File: config.mk
export PLATFORM = sky130hd
export DESIGN_NAME = regfile_hazard_ctrl
export DESIGN_NICKNAME = d
export VERILOG_FILES = /design/src/rtl/regfile_hazard_ctrl_pkg.sv /design/src/rtl/regfile_hazard_ctrl_scoreboard_entry.sv /design/src/rtl/regfile_hazard_ctrl.sv
export SDC_FILE = /design/constraint.sdc
export NUM_CORES = 1
export LEC_CHECK = 0
export CAP_MARGIN = 20
export CELL_PAD_IN_SITES_DETAIL_PLACEMENT = 1
export CELL_PAD_IN_SITES_GLOBAL_PLACEMENT = 1
export CORE_AREA = 2 2 181 183
export DETAILED_ROUTE_END_ITERATION = 6
export DIE_AREA = 0 0 183 185
export DONT_BUFFER_PORTS = 1
export PLACE_DENSITY_LB_ADDON = 0.1
export SETUP_SLACK_MARGIN = 0.2
export SLEW_MARGIN = 0
export SYNTH_ARGS = -nofsm -noshare
export SYNTH_HDL_FRONTEND = slang
export SYNTH_SLANG_ARGS = --single-unit
File: constraint.sdc
create_clock -name clk -period 4.15 [get_ports clk]
set_clock_uncertainty 0.1 [all_clocks]
set_input_delay 0.83 -clock clk [delete_from_list [all_inputs] [get_ports clk]]
set_output_delay 0.83 -clock clk [all_outputs]
set_load 0.02 [all_outputs]
File: src/rtl/regfile_hazard_ctrl_pkg.sv
// Shared definitions for the decode-stage register file and its interlock controller.
package regfile_hazard_ctrl_pkg;

  localparam int WORD      = 64;
  localparam int INSTR_LEN = 32;
  localparam int REG_NUM_W = 5;
  localparam int XZR       = 31;
  localparam int LAT_W_DEF = 3;

  typedef logic [REG_NUM_W-1:0] reg_num_t;

endpackage

File: src/rtl/regfile_hazard_ctrl_scoreboard_entry.sv
// One scoreboard slot: remaining write-back latency of a single architectural register.
module scoreboard_entry
  import regfile_hazard_ctrl_pkg::*;
#(
  parameter int LAT_W = LAT_W_DEF
) (
  input  logic             clk,
  input  logic             reset,
  input  logic             i_load,
  input  logic [LAT_W-1:0] i_lat,
  output logic [LAT_W-1:0] o_cnt,
  output logic             o_busy
);

  logic [LAT_W-1:0] r_cnt;

  // Countdown: a new issue reloads the latency (wins over decrement), otherwise count down to zero.
  always_ff @(posedge clk) begin
    if (reset) begin
      r_cnt <= '0;
    end else if (i_load) begin
      r_cnt <= i_lat;
    end else if (r_cnt != '0) begin
      r_cnt <= r_cnt - 1'b1;
    end
  end

  assign o_cnt  = r_cnt;
  assign o_busy = |r_cnt;

endmodule

File: src/rtl/regfile_hazard_ctrl.sv
// Scoreboard interlock for the decode stage: stalls on pending sources/destination,
// tracks in-flight write-backs and counts stall cycles.
module regfile_hazard_ctrl
  import regfile_hazard_ctrl_pkg::*;
#(
  parameter int NREG   = XZR + 1,
  parameter int LAT_W  = LAT_W_DEF,
  parameter int BYPASS = 0,
  parameter int CNT_W  = 32
) (
  input  logic             clk,
  input  logic             reset,
  input  reg_num_t         rd1_num,
  input  logic             rd1_used,
  input  reg_num_t         rd2_num,
  input  logic             rd2_used,
  input  logic             issue_valid,
  input  logic             issue_writes,
  input  reg_num_t         issue_rd,
  input  logic [LAT_W-1:0] issue_lat,
  input  logic             flush,
  output logic             stall,
  output logic             issue_fire,
  output logic [NREG-1:0]  busy_vec,
  output logic [CNT_W-1:0] stall_cycles
);

  // Countdown at or below this value means the result can be forwarded.
  localparam logic [LAT_W-1:0] BYP_TH = LAT_W'(BYPASS);

  logic [LAT_W-1:0] w_cnt [NREG];
  logic [NREG-1:0]  w_busy;
  logic             w_raw1;
  logic             w_raw2;
  logic             w_waw;
  logic             w_stall;
  logic             w_fire;
  logic [CNT_W-1:0] r_stall_cycles;

  function automatic logic [CNT_W-1:0] sat_inc(input logic [CNT_W-1:0] v);
    return (&v) ? v : v + 1'b1;
  endfunction

  // The zero register is never tracked, so its slot reads as permanently idle.
  genvar gi;
  generate
    for (gi = 0; gi < NREG - 1; gi++) begin : g_entry
      logic w_load;
      assign w_load = w_fire & issue_writes & (issue_rd == reg_num_t'(gi));
      scoreboard_entry #(.LAT_W(LAT_W)) u_entry (
        .clk    (clk),
        .reset  (reset),
        .i_load (w_load),
        .i_lat  (issue_lat),
        .o_cnt  (w_cnt[gi]),
        .o_busy (w_busy[gi])
      );
    end
  endgenerate

  assign w_cnt[NREG-1]  = '0;
  assign w_busy[NREG-1] = 1'b0;

  // Hazard detection: RAW honours the forwarding threshold, WAW waits for full retirement.
  always_comb begin
    w_raw1  = rd1_used & (w_cnt[rd1_num] > BYP_TH);
    w_raw2  = rd2_used & (w_cnt[rd2_num] > BYP_TH);
    w_waw   = issue_writes & (w_cnt[issue_rd] != '0);
    w_stall = issue_valid & ~flush & (w_raw1 | w_raw2 | w_waw);
    w_fire  = issue_valid & ~flush & ~w_stall;
  end

  // Performance counter: cycles spent stalled, pinned at all-ones instead of wrapping.
  always_ff @(posedge clk) begin
    if (reset) begin
      r_stall_cycles <= '0;
    end else if (w_stall) begin
      r_stall_cycles <= sat_inc(r_stall_cycles);
    end
  end

  assign stall        = w_stall;
  assign issue_fire   = w_fire;
  assign busy_vec     = w_busy;
  assign stall_cycles = r_stall_cycles;

endmodule

==> run summary, run 1 <==
vias in the first global route: 8423
crit path capture type: output port
CP max stage delay: 0.48 ns
Row Count: 66
final hold slack: 0.389 ns
Primary FF master, synth: dfxtp_1
number of buffers and inverters on the critical path: 2
drt total wl: 32600 um
number of buffers created by CTS: 17
pin count of the biggest net entering global routing: 93
# clock sinks: 125
root buffer cell: clkbuf_16
Synth area leader: dfxtp_1
endpoints failing hold: 0
Port Buffers: 0
H-tree lvl count: 4
Clk Latency, worst-skew pair: 0.44 ns
switch share: 44.5%
Area Overhead vs Synth: 7.95%
worst slew pin tran: 0.819 ns
CTS tree: yes
Clk pin slew, worst setup/hold paths: 0.06 ns
startpoint types: flop
Power Dens Cells: 712 nW/um^2
dpl ws: 0.397 ns
ys async rst share: 0%
Arr. time, crit path: 2.83 ns
DR vias: 8247
Ports: 91
Power Internal: 4.05 mW
routed len/inst: 21.0 um
switching power: 3.24 mW
remaining antenna violation count: 0
layout cells sized above 1: 11.6%
post-DP HPWL: 23900 um
gr usage total: 19.9%
final setup margin: 0.386 ns
Slew Limit Headroom: 45.2%
die width: 183 um
commonest non-fill, non-tap cells in the layout: nand2_1, dfxtp_1, inv_1, nor2_1, mux2i_1
placed cell count: 1520
vias per cell: 5.31
Max clock buf depth: 2
Reg power frac: 28.6%
DRC viols: 0
post-synth cell types: 59
Ys Warns: 0
final estimated routing congestion in global placement: 0.827
Slew Viols, Final: 0
Layout fillers: 3814
Post-synth EDFFs: 0
P_leak: 4.23 nW
initial antenna violation count: 1
Multi-input gate area: 6060 um^2
syn_nets: 1275
FF+latch count, synth: 125
maximum vdd drop: 0.000291 V
first-pass GRT wire length: 51100 um
final period utilization: 90.7%
DR iter-0 viols: 465
Cells after Synth: 1187
top cell type's share of synthesized area: 26.4%
most frequent cell on the critical path: buf_4
synthesized area per cell: 7.99 um^2
Final min period: 3.76 ns
DR pass1 iterations: 4
Clock power frac: 22.1%
RSZ-0062 raised after global routing: no
Fin Setup TNS: 0 ns
Hold Path Class: reg2reg
Synth area leaders: dfxtp_1, ha_1, mux2i_1
Nets: 1219
required time of the worst setup path: 3.22 ns
crit path kind: reg2out
Crit Path Max Fanout: 20
slowest CP cell: mux4_2
worst path cell trace: nor3_1 > buf_4 > mux4_2 > a22o_1 > a21oi_1 > nand4_1 > a31oi_2 > buf_4
Reg area: 2500 um^2
final setup vio count: 0
CORE AREA: 32000 um^2
gr ovfl total: 0
status: finished, final reports clean
die area: 33900 um^2
commonest non-fill, non-tap cell in the layout: nand2_1
Comb pwr share: 49.3%
Final Non-Filler Cells: 1552
Starting Density: 29.6%
Die H: 185 um
Setup Buffers After CTS: 0
Syn Std Cell Area: 9490 um^2
Max Freq: 266 MHz
CP top delay family: compound AO/OA/AOI/OAI gates
number of max-cap violations: 0
ANT cells: 0
sequential share of the synthesized area: 26.4%
layout make-up:
class                           instances  share of cell area [%]
Clock buffer                           17                    4.15
Clock inverter                         15                    1.82
Inverter                               99                    3.63
Multi-Input combinational cell        863                    59.2
Sequential cell                       125                    24.4
Tap cell                              408                    4.98
Timing Repair Buffer                   25                    1.83
registers in the layout, summed over array words and instances (netlist names):
name and flops:
stall_cycles 32, g_entry.u_entry.o_cnt 93
cells in the mapped netlist, types with 8 or more instances:
| library cell | number |
|---|---|
| nand2_1 | 143 |
| o21ai_0 | 21 |
| mux4_2 | 8 |
| nor3_1 | 45 |
| ha_1 | 63 |
| xnor2_1 | 31 |
| nor2_1 | 86 |
| and3_1 | 13 |
| a211o_1 | 18 |
| nor2b_1 | 49 |
| or4_1 | 8 |
| nand4_1 | 45 |
| inv_1 | 99 |
| buf_4 | 39 |
| and4_1 | 8 |
| nor4_1 | 25 |
| nand3_1 | 16 |
| buf_2 | 12 |
| a31oi_1 | 30 |
| a21oi_1 | 36 |
| a211oi_1 | 18 |
| dfxtp_1 | 125 |
| and2_1 | 9 |
| mux2_2 | 44 |
| nand2b_1 | 11 |
| o31ai_1 | 11 |
| mux2i_1 | 66 |
| clkbuf_1 | 40 |
per-stage QoR:
step / power, mW / util, % / instance area [um^2]
finish: 7.29 / 32.0 / 10200
CTS: 7.40 / 31.9 / 10200
detailed placement: 5.73 / 30.0 / 9610
global route: 7.93 / 32.0 / 10200
floorplan: 5.17 / - / 9490
global placement: 5.70 / 30.0 / 9610
power groups by stage:
stage                     Combinational (mW)  Sequential (mW)  Clock (mW)
after floorplan                         3.27             1.91           0
after global placement                  3.59             2.11           0
after detailed placement                3.62             2.11           0
after CTS                               3.65             2.08        1.67
after global routing                    4.08             2.15        1.70
final                                   3.59             2.08        1.61
worst reg2reg max path, cell delays in order (launching register included):
cell and delay, ns:
dfxtp_1 0.33, nor3_1 0.46, mux4_2 0.39, a311oi_1 0.14, o311ai_4 0.43, and3_2 0.67, buf_4 0.40, nand4_1 0.17
a31oi_1 0.20
per-layer routing:
metal / vias up / global-route usage, % / share of wire [%]
met5: - / 0 / 0
met4: 0 / 4.29 / 0.69
met3: 14 / 4.82 / 4.4
met2: 113 / 32.9 / 47
met1: 4077 / 26.2 / 48
li1: 4043 / - / -
final timing paths:
kind | end | from | slack (ns) | depth (start not counted)
min reg2reg | g_entry[15].u_entry.o_cnt[1] | g_entry[15].u_entry.o_cnt[1] | 0.39 | 2
max reg2reg | g_entry[10].u_entry.o_cnt[1] | g_entry[26].u_entry.o_cnt[2] | 0.80 | 8
max | stall | g_entry[3].u_entry.o_cnt[2] | 0.39 | 8
min | g_entry[15].u_entry.o_cnt[1] | g_entry[15].u_entry.o_cnt[1] | 0.39 | 2
logic make-up after synthesis:
kind of cell	after synthesis	share of synthesized area [%]
XOR/XNOR	31	2.86
AND/OR/NAND/NOR	478	25.5
AO/OA/AOI/OAI	172	12.6
other	1	0.0395
buffers and inverters	199	10.2
multiplexers	118	14.1
flip-flops	125	26.4
adder cells (fa/ha/maj)	63	8.31
what timing repair did:
action	in CTS	in global routing
setup endpoints to repair	0	2
hold buffers	0	0
gates resized for setup	0	5
Power figures use the tool's default switching activity.
==> inputs of run 2 (changes only) <==
--- a/config.mk
+++ b/config.mk
@@ -8,9 +8,9 @@
 export CAP_MARGIN = 20
 export CELL_PAD_IN_SITES_DETAIL_PLACEMENT = 1
 export CELL_PAD_IN_SITES_GLOBAL_PLACEMENT = 1
-export CORE_AREA = 2 2 181 183
+export CORE_AREA = 2 2 146 148
 export DETAILED_ROUTE_END_ITERATION = 6
-export DIE_AREA = 0 0 183 185
+export DIE_AREA = 0 0 148 150
 export DONT_BUFFER_PORTS = 1
 export PLACE_DENSITY_LB_ADDON = 0.1
 export SETUP_SLACK_MARGIN = 0.2
==> run 2 against run 1 <==
Effect of this change: die area fell by 34%; sequential power hardly changed; final cell count is 8.6% lower; clock power shrank 7%; hold slack worse by 0.012 ns; largest power group unchanged; clock-buffer cell count rose by 4; total power is 1.2% lower; critical path type unchanged; combinational power grew 1%; sequential cell count did not move.
==> run summary, run 2 (synthesis results as in run 1) <==
Clk pin slew, worst setup/hold paths: 0.06 ns (about the same)
Max clock buf depth: 2 (unchanged)
Slew Limit Headroom: 49.0% (+3.8 points)
crit path capture type: output port
gr usage total: 27.4% (+7.6 points)
Starting Density: 45.9% (+16 points)
routed len/inst: 21.2 um (+1.2%)
Nets: 1219 (unchanged)
DR vias: 8568 (+3.9%)
worst slew pin tran: 0.759 ns (-0.0603 ns)
Area Overhead vs Synth: 5.64%
Arr. time, crit path: 2.89 ns (+0.06 ns)
# clock sinks: 125 (unchanged)
CORE AREA: 20700 um^2 (-35%)
initial antenna violation count: 0 (-1)
post-DP HPWL: 21600 um (-9.7%)
final estimated routing congestion in global placement: 0.891 (+7.7%)
die area: 22200 um^2 (-34%)
Fin Setup TNS: 0 ns (unchanged)
Max Freq: 262 MHz (-1.4%)
number of buffers created by CTS: 17 (unchanged)
die width: 148 um (-19%)
Final min period: 3.82 ns (+0.0532 ns)
vias per cell: 6.04 (+14%)
remaining antenna violation count: 0 (unchanged)
Hold Buf Count CTS: 0 (unchanged)
flip-flop count of the largest register after layout: 93 (unchanged)
commonest non-fill, non-tap cells in the layout: nand2_1, dfxtp_1, inv_1, nor2_1, mux2i_1
layout cells sized above 1: 10.9% (-0.69 points)
R2R Setup Slk: 0.72 ns (-0.08 ns)
first-pass GRT wire length: 47700 um (-6.6%)
vias in the first global route: 8569 (+1.7%)
endpoints failing hold: 0 (unchanged)
number of max-cap violations: 0 (unchanged)
final period utilization: 92.0% (+1.3 points)
Crit Path Max Fanout: 7 (-65%)
CTS tree: yes
Die H: 150 um (-19%)
drt total wl: 30100 um (-7.6%)
ANT cells: 0 (unchanged)
final setup vio count: 0 (unchanged)
Clk Latency, worst-skew pair: 0.42 ns (-0.02 ns)
DRC viols: 0 (unchanged)
Port Buffers: 0 (unchanged)
status: finished, final reports clean
Hold Path Class: in2reg
DR iter-0 viols: 442 (-4.9%)
crit path kind: reg2out
root buffer cell: clkbuf_16
utilization after layout: 48.5% (+16 points)
Row Count: 53 (-20%)
required time of the worst setup path: 3.22 ns (about the same)
maximum vdd drop: 0.000310 V (+6.6%)
gr ovfl total: 0 (unchanged)
Ports: 91 (unchanged)
RSZ-0062 raised after global routing: no
final setup margin: 0.333 ns (-0.0532 ns)
startpoint types: flop
DR pass1 iterations: 5 (+1)
commonest non-fill, non-tap cell in the layout: nand2_1
P_leak: 4.20 nW (-0.67%)
dpl ws: 0.472 ns (+0.0746 ns)
Slew Viols, Final: 0 (unchanged)
pin count of the biggest net entering global routing: 93 (unchanged)
H-tree lvl count: 4 (unchanged)
Power Dens Cells: 719 nW/um^2 (+1.0%)
[run 2: changes by cell type in the layout (fill, tap and decap cells not counted), sizes merged]
cell,change
clkinvlp,+2
clkbuf,+4
clkinv,-3
inv,-3
bufinv,-1
[run 2: area by class of cell]
cell class / count / area, um^2
Fill cell: 2567 / 10700
Multi-Input combinational cell: 863 / 6040
Clock buffer: 21 / 460
Inverter: 99 / 372
Clock inverter: 10 / 115
Sequential cell: 125 / 2500
Timing Repair Buffer: 25 / 191
Tap cell: 275 / 344
[run 2: path summary, 6_finish.rpt]
path                                                   start                      endpoint  cells past startpoint
worst max register to register  g_entry[10].u_entry.o_cnt[2]   g_entry[0].u_entry.o_cnt[2]                     10
worst max-delay path            g_entry[10].u_entry.o_cnt[2]                    issue_fire                      8
worst min-delay path                                   reset              stall_cycles[30]                      1
worst min register to register  g_entry[11].u_entry.o_cnt[1]  g_entry[11].u_entry.o_cnt[1]                      2
[run 2: through the flow]
step | total power [mW] | hold WS, ns | std cells | cell area, um^2
final | 7.20 | 0.376 | 1418 | 10000
after global routing | 7.77 | 0.357 | 1418 | 10000
after CTS | 7.23 | 0.358 | 1417 | 10000
after detailed placement | 5.68 | 0.369 | 1386 | 9430
after global placement | 5.58 | 0.363 | 1386 | 9430
after floorplan | 5.17 | 0.359 | 1187 | 9490
[run 2: critical path, stage by stage (launching register included)]
cell and delay [ns]:
dfxtp_1 0.33, nor3_1 0.64, a2111oi_0 0.31, nor4_1 0.33, a21oi_1 0.11, o311ai_4 0.15, nand3_1 0.26, nor2_1 0.17
buf_4 0.16
[run 2: what timing repair did]
action                     4_1_cts  5_1_grt
buffers inserted                 0        0
setup endpoints to repair        0        1
resized for setup                0        2
[run 2: power by group]
group / switching [mW] / total, mW / internal (mW) / leakage, nW
sequential: 0.497 / 2.08 / 1.58 / 1.03
clock: 0.588 / 1.50 / 0.912 / 0.275
combinational: 2.12 / 3.63 / 1.50 / 2.90
[run 2: per-layer routing]
layer,wire length [um],global-route usage (%),vias up
met5,0,0,-
met4,646,8.33,0
met3,1570,5.15,54
met2,14500,47.3,226
met1,13400,34.8,4253
li1,-,-,4035
